<file path="src/rtl/seq_detect_prog.sv">
// ---------------------------------------------------------------------------
// seq_detect_prog
//   Programmable serial bit-sequence detector.
//   - Shifts the serial input into a PAT_W-bit history on each enabled edge.
//   - Compares the history against a loadable pattern under a per-bit care
//     mask.
//   - Pulses done for one cycle on each match.
//   - Supports overlapping and non-overlapping detection.
//
// Optional feature
//   Define SEQ_DET_CNT_EN to build a saturating match counter. Without the
//   macro, match_cnt is tied to zero.
//
// Ports
//   clk        in   1      clock, rising edge
//   rst        in   1      synchronous active-high reset (highest priority)
//   en         in   1      sample enable for d
//   d          in   1      serial data input
//   overlap    in   1      1 = overlapping, 0 = non-overlapping detection
//   cfg_load   in   1      load cfg_pat/cfg_care; that edge's d is discarded
//   cfg_pat    in   PAT_W  new pattern, MSB = first bit received
//   cfg_care   in   PAT_W  per-bit compare enable (0 = don't-care)
//   done       out  1      registered one-cycle match pulse
//   match_cnt  out  CNT_W  saturating match count (zero without the macro)
// ---------------------------------------------------------------------------
module seq_detect_prog #(
    parameter int               PAT_W   = 4,
    parameter logic [PAT_W-1:0] DEF_PAT = 4'b1011,
    parameter int               CNT_W   = 8
) (
    input  logic             clk,
    input  logic             rst,
    input  logic             en,
    input  logic             d,
    input  logic             overlap,
    input  logic             cfg_load,
    input  logic [PAT_W-1:0] cfg_pat,
    input  logic [PAT_W-1:0] cfg_care,
    output logic             done,
    output logic [CNT_W-1:0] match_cnt
);

    localparam int              FW   = $clog2(PAT_W + 1);
    localparam logic [FW-1:0]   FULL = FW'(PAT_W);
    localparam logic [FW-1:0]   ONE  = FW'(1);

    // FILLING: fewer than PAT_W valid history bits; ARMED: history is full.
    typedef enum logic {
        FILLING = 1'b0,
        ARMED   = 1'b1
    } state_t;

    state_t           state_r;
    logic [PAT_W-1:0] pat_r;
    logic [PAT_W-1:0] care_r;
    logic [PAT_W-1:0] hist_r;
    logic [FW-1:0]    fill_r;

    logic [PAT_W-1:0] hist_next_s;
    logic [FW-1:0]    fill_next_s;
    logic             match_s;

    // Next history/fill values and the match test on the post-shift history.
    always_comb begin
        hist_next_s = {hist_r[PAT_W-2:0], d};
        fill_next_s = FULL;
        match_s     = 1'b0;
        case (state_r)
            ARMED:   fill_next_s = FULL;
            FILLING: fill_next_s = fill_r + ONE;
            default: fill_next_s = FULL;
        endcase
        if (fill_next_s == FULL) begin
            match_s = (((hist_next_s ^ pat_r) & care_r) == {PAT_W{1'b0}});
        end else begin
            match_s = 1'b0;
        end
    end

    // Detector FSM: config load, history shift, fill tracking, done pulse.
    always_ff @(posedge clk) begin
        if (rst) begin
            state_r <= FILLING;
            pat_r   <= DEF_PAT;
            care_r  <= {PAT_W{1'b1}};
            hist_r  <= {PAT_W{1'b0}};
            fill_r  <= {FW{1'b0}};
            done    <= 1'b0;
        end else if (cfg_load) begin
            // Loading a new pattern invalidates the collected history;
            // the d sample on this edge is dropped.
            state_r <= FILLING;
            pat_r   <= cfg_pat;
            care_r  <= cfg_care;
            fill_r  <= {FW{1'b0}};
            done    <= 1'b0;
        end else if (en) begin
            hist_r <= hist_next_s;
            done   <= match_s;
            if (match_s && !overlap) begin
                // Non-overlapping: the next match needs PAT_W fresh bits.
                state_r <= FILLING;
                fill_r  <= {FW{1'b0}};
            end else begin
                state_r <= (fill_next_s == FULL) ? ARMED : FILLING;
                fill_r  <= fill_next_s;
            end
        end else begin
            done <= 1'b0;
        end
    end

`ifdef SEQ_DET_CNT_EN
    localparam logic [CNT_W-1:0] CNT_MAX = {CNT_W{1'b1}};
    localparam logic [CNT_W-1:0] CNT_ONE = CNT_W'(1);

    // Saturating match counter; counts the same edges that set done.
    always_ff @(posedge clk) begin
        if (rst) begin
            match_cnt <= {CNT_W{1'b0}};
        end else if (!cfg_load && en && match_s && (match_cnt != CNT_MAX)) begin
            match_cnt <= match_cnt + CNT_ONE;
        end else begin
            match_cnt <= match_cnt;
        end
    end
`else
    assign match_cnt = {CNT_W{1'b0}};
`endif

endmodule

</file>
<file path="config.mk">
export PLATFORM = sky130hd
export DESIGN_NAME = seq_detect_prog
export DESIGN_NICKNAME = d
export VERILOG_FILES = /design/src/rtl/seq_detect_prog.sv
export SDC_FILE = /design/constraint.sdc
export NUM_CORES = 1
export LEC_CHECK = 0
export BUFFER_PORTS_ARGS = -buffer_cell sky130_fd_sc_hd__buf_2
export CORE_MARGIN = 10
export CORE_UTILIZATION = 40
export CTS_BUF_LIST = sky130_fd_sc_hd__clkbuf_8
export DETAILED_ROUTE_END_ITERATION = 7
export SLEW_MARGIN = 20
export SYNTH_ARGS = -nofsm -noshare
export SYNTH_HDL_FRONTEND = slang
export SYNTH_SLANG_ARGS = --single-unit
</file>
<file path="constraint.sdc">
create_clock -name clk -period 1.7 [get_ports clk]
set_input_delay 0.425 -clock clk [delete_from_list [all_inputs] [get_ports clk]]
set_output_delay 0.425 -clock clk [all_outputs]
set_load 0.005 [all_outputs]
</file>
Word-level counts from Yosys, hierarchy flattened

Index checks and enable logic that the tools add are counted.

Memory bits (writable): 0
Output and inout bits: 9
Bits of input ports: 14
Flip-flop bits (word level): 16
Bits in latches: 0
Word-level logic and storage cells: 24
Bits in read-only memories: 0
Memories: 0

Eq/ne operators: 1
Multipliers: 0
Mux-type cells: 5
Bitwise gates (word level): 5
$add $sub $neg: 1
$lt $le $gt $ge: 0
Reduce and logical (&&, ||, !) cells: 6
Shifts and indexed selects: 0
Div/mod/pow operators: 0

Operators with widths:

| cell                                                          | number |
|---|---|
| 3-bit case mux with 2 select lines                            | 1 |
| 4-bit bitwise AND                                             | 1 |
| 4-bit zero test                                               | 1 |
| 4-bit XOR                                                     | 1 |
| 3-bit by 1-bit adder with 3-bit output, second input constant | 1 |
| 3-bit == test, second input constant                          | 1 |
| 1-bit 2-to-1 mux                                              | 3 |
| 3-bit 2-to-1 mux                                              | 1 |
| 1-bit NOT                                                     | 3 |
| 3-bit OR reduction                                            | 1 |
| 2-bit AND reduction                                           | 1 |
| 2-bit OR reduction                                            | 1 |
| 1-bit logical AND                                             | 1 |
| 1-bit zero test                                               | 1 |

Logic depth before layout (Yosys ltp)

Word-level depth: 6
Mapped depth: 4
Depth with buffers taken out: 4

Worst setup path after synthesis

No wires, ideal clock.

Path kind: flip-flop to flip-flop
Start: reg fill_r[0]
End: reg done
Path slack: 0.492 ns
Path buffers: 0
Data required time: 1.584 ns
Clock period less this slack: 1.208 ns
Stages on the path, launching flop included: 5
Library setup time: 0.116 ns
Arrival time: 1.092 ns
Cell sequence: dfxtp_1 -> ha_1 -> xor2_1 -> a31o_2 -> and4_1

Cells in the longest elaborated chain, start to end: 4

Ends and longest elaborated chain:

| element                                | RTL line | text |
|---|---|---|
| start: declaration                     | 57       | `logic [FW-1:0] fill_r;` |
| start signal: assignment               | 87       | `fill_r <= {FW{1'b0}};` |
| start signal: assignment               | 95       | `fill_r <= {FW{1'b0}};` |
| start signal: assignment               | 103      | `fill_r <= {FW{1'b0}};` |
| 3-bit by 1-bit adder with 3-bit output | 70       | `FILLING: fill_next_s = fill_r + ONE;` |
| 3-bit case mux with 2 select lines     | 68       | `case (state_r)` |
| 3-bit == test                          | 73       | `if (fill_next_s == FULL) begin` |
| 1-bit 2-to-1 mux                       | 73       |  |
| end signal: assignment                 | 99       | `done <= match_s;` |
| end: declaration                       | 39       | `output logic done,` |

No other way between the ends.
A chain may end at the register's enable or synchronous reset.

Worst setup path in the final report

Same ends and word-level chain as after synthesis.

==> out/qor.csv <==
metric;value;unit
Yosys reg bits;16;
RSZ-0062 raised after global routing;no;
Num CTS Buffers;3;
XOR/XNOR Fraction of Synth Area;5.65;%
Final period util;74.6;%
pwr/cell area;929;mW/mm^2
# clock sinks;16;
Setup Fix Bufs, Post-CTS;0;
Routed WL per cell;12.2;microns
Via Count;561;
# nets final;109;
total grt overflow;0;
layout cells sized above 1;23.7;%
post-route insts no fill;118;
status;completed;
CTS tree;yes;
gpl congestion;0.670;
# port buffers;14;
DRC;0;
reg-to-reg endpoint;done$_SDFF_PP0_;
Area Growth Syn to Fin;13.5;%
initial antenna violation count;0;
placed cell count;114;
path type of the worst setup path;reg -> reg;
Initial DRC Count;18;
Syn Inst Count;79;
Hold Fails Final Rpt;0;
core area;0.00178;sq mm
Area contributors post-synth;dfxtp_1 41%, buf_4 8.7%, a211o_1 7.9%;
worst r2r src;fill_r[0]$_SDFFE_PP0P_;
ys async rst share;0;%
Max FO, Critical Path;4;
Synth area leader;dfxtp_1;
Distinct cells, synth;27;
Yosys top cell area share;41.3;%
fmax;789;MHz
first-pass GRT wire length;2450;microns
Max VDD drop;759;uV
CP max stage delay;0.34;ns
Slew Limit Fails;0;
mux cell area share after synthesis;6.61;%
ant diodes;0;
Synth Area in Simple Gates;14.8;%
setup TNS;0;ns
arrival time at the worst endpoint;1.41;ns
Final min period;1.27;ns
sequential area share after synthesis;41.3;%
die width;64.0;microns
router iterations before antenna repair;4;
I/O pin count;23;
critical path startpoint category;flip-flop;
largest net degree at the start of global routing;20;
r2r setup slk;0.43;ns
Synth top cells by count;16 x dfxtp_1, 9 x buf_4, 7 x a211o_1, 7 x nor2b_1, 6 x nor2_1;
mean area per synthesized cell;9.82;sq um
vias per cell;4.75;
leakage;0.000408;uW
CP Data Required Time;1.84;ns
Worst R2R Path Depth;4;
area of the die;0.00410;sq mm
Yosys Warn Count;0;
CTS clk-pin slew, worst paths;0.06;ns
H-tree Lvls;1;
adder-cell share of the synthesized area;1.61;%
starting density of the core;43.5;%
clk_lat worst skew;0.25;ns
vias in the first global route;533;
Main synth FF type;dfxtp_1;
crit path max-delay cell type;dfxtp_1;
FP Rows;15;
Clock Skew;0.00159;ns
most frequent cell after synthesis;dfxtp_1;
Post-DRT Antenna Nets;0;
Post-synth EDFFs;0;
root buffer cell;clkbuf_8;
# resized after CTS;0;
Setup Viol. Count Final;0;
largest family of logic cells by synthesized area;compound AO/OA/AOI/OAI gates;
post-DP HPWL;1110;microns
die height;64.0;microns
crit end category;flip-flop;
Compound-Gate Fraction of Synth Area;18.5;%
cts hold-fix bufs;0;
Detailed Route WL;1440;microns
WHS Path Cells;2;
Netlist Area Pre-Place;776;sq um
GRT Overall Usage;7.20;%
worst hold path class;in -> reg;
crit path cell chain;ha_1, xor2_1, a31o_2, and4_1;
clk buf depth;2;
Max-Cap Viols;0;
hold endpoint;pat_r[1]$_SDFFE_PP1P_;
Min-Delay Startpoint;cfg_pat[1];
[per-layer routing]
metal / track usage [%] / wire length [microns] / vias to the layer above
li1: - / - / 288
met1: 8.81 / 695 / 248
met2: 9.70 / 574 / 23
met3: 5.40 / 165 / 2
met4: 1.64 / 5 / 0
met5: 0 / 0 / -
[through the flow]
| stage | hold WS [ns] | utilization (%) | cell area, sq um | total power (uW) | worst slack (ns) |
|---|---|---|---|---|---|
| after floorplan | 0.481 | - | 802 | 483 | 0.492 |
| after global placement | 0.505 | 46.3 | 826 | 495 | 0.357 |
| after detailed placement | 0.529 | 46.3 | 826 | 496 | 0.338 |
| after CTS | 0.376 | 49.4 | 881 | 829 | 0.435 |
| after global routing | 0.377 | 49.4 | 881 | 858 | 0.345 |
| final | 0.379 | 49.4 | 881 | 818 | 0.432 |
[flip-flops by register name, summed over array words and instances (netlist names)]
signal / count
hist_r: 3
fill_r: 3
done: 1
pat_r: 4
care_r: 4
state_r: 1
[layout by cell type, fill, tap and decap left out, drive strengths merged, types with 3 or more instances in the layout]
cell type  Yosys  routed
a211o          7       7
nor2b          7       7
xor2           5       5
nor2           6       6
buf           11      14
dfxtp         16      16
nand2b         3       3
clkbuf         0       4
conb           1       8
mux2i          4       4
[how the worst max path moves through the flow]
stage                           startpoint                      to
floorplan           fill_r[0]$_SDFFE_PP0P_         done$_SDFF_PP0_
global placement                  cfg_load  hist_r[1]$_SDFFE_PP0P_
detailed placement                cfg_load  hist_r[2]$_SDFFE_PP0P_
CTS                 fill_r[0]$_SDFFE_PP0P_         done$_SDFF_PP0_
global route        fill_r[0]$_SDFFE_PP0P_         done$_SDFF_PP0_
finish              fill_r[0]$_SDFFE_PP0P_         done$_SDFF_PP0_
[worst max-delay path, delay by kind of cell, from the launching register on]
family | cells | cell delay (ns)
AO/OA/AOI/OAI | 1 | 0.26
XOR/XNOR | 1 | 0.16
adder cells (fa/ha/maj) | 1 | 0.24
flip-flops | 1 | 0.34
AND/OR/NAND/NOR | 1 | 0.16
[power breakdown]
part | internal [uW] | leakage, uW | switching (uW) | total (uW)
registers | 392 | 0.000131 | 10.5 | 402
clock network | 205 | 0.0000288 | 125 | 331
logic | 41.6 | 0.000248 | 44.2 | 85.8
total | 638 | 0.000408 | 180 | 818
[area by class of cell]
cell class | count | area (sq um)
clock buffer | 4 | 55.1
fill | 177 | 902
inverter | 2 | 7.51
multi-input combinational | 57 | 397
sequential | 16 | 320
tap | 25 | 31.3
timing repair buffer | 14 | 70.1
[logic make-up (layout without fill, tap and decap cells)]
kind of cell | count (synthesis) | count (layout)
AND/OR/NAND/NOR | 20 | 20
AO/OA/AOI/OAI | 18 | 18
flip-flops | 16 | 16
buffers and inverters | 13 | 20
XOR/XNOR | 5 | 5
multiplexers | 5 | 5
adder cells (fa/ha/maj) | 1 | 1
other | 1 | 8
(Power assumes the default switching activity.)
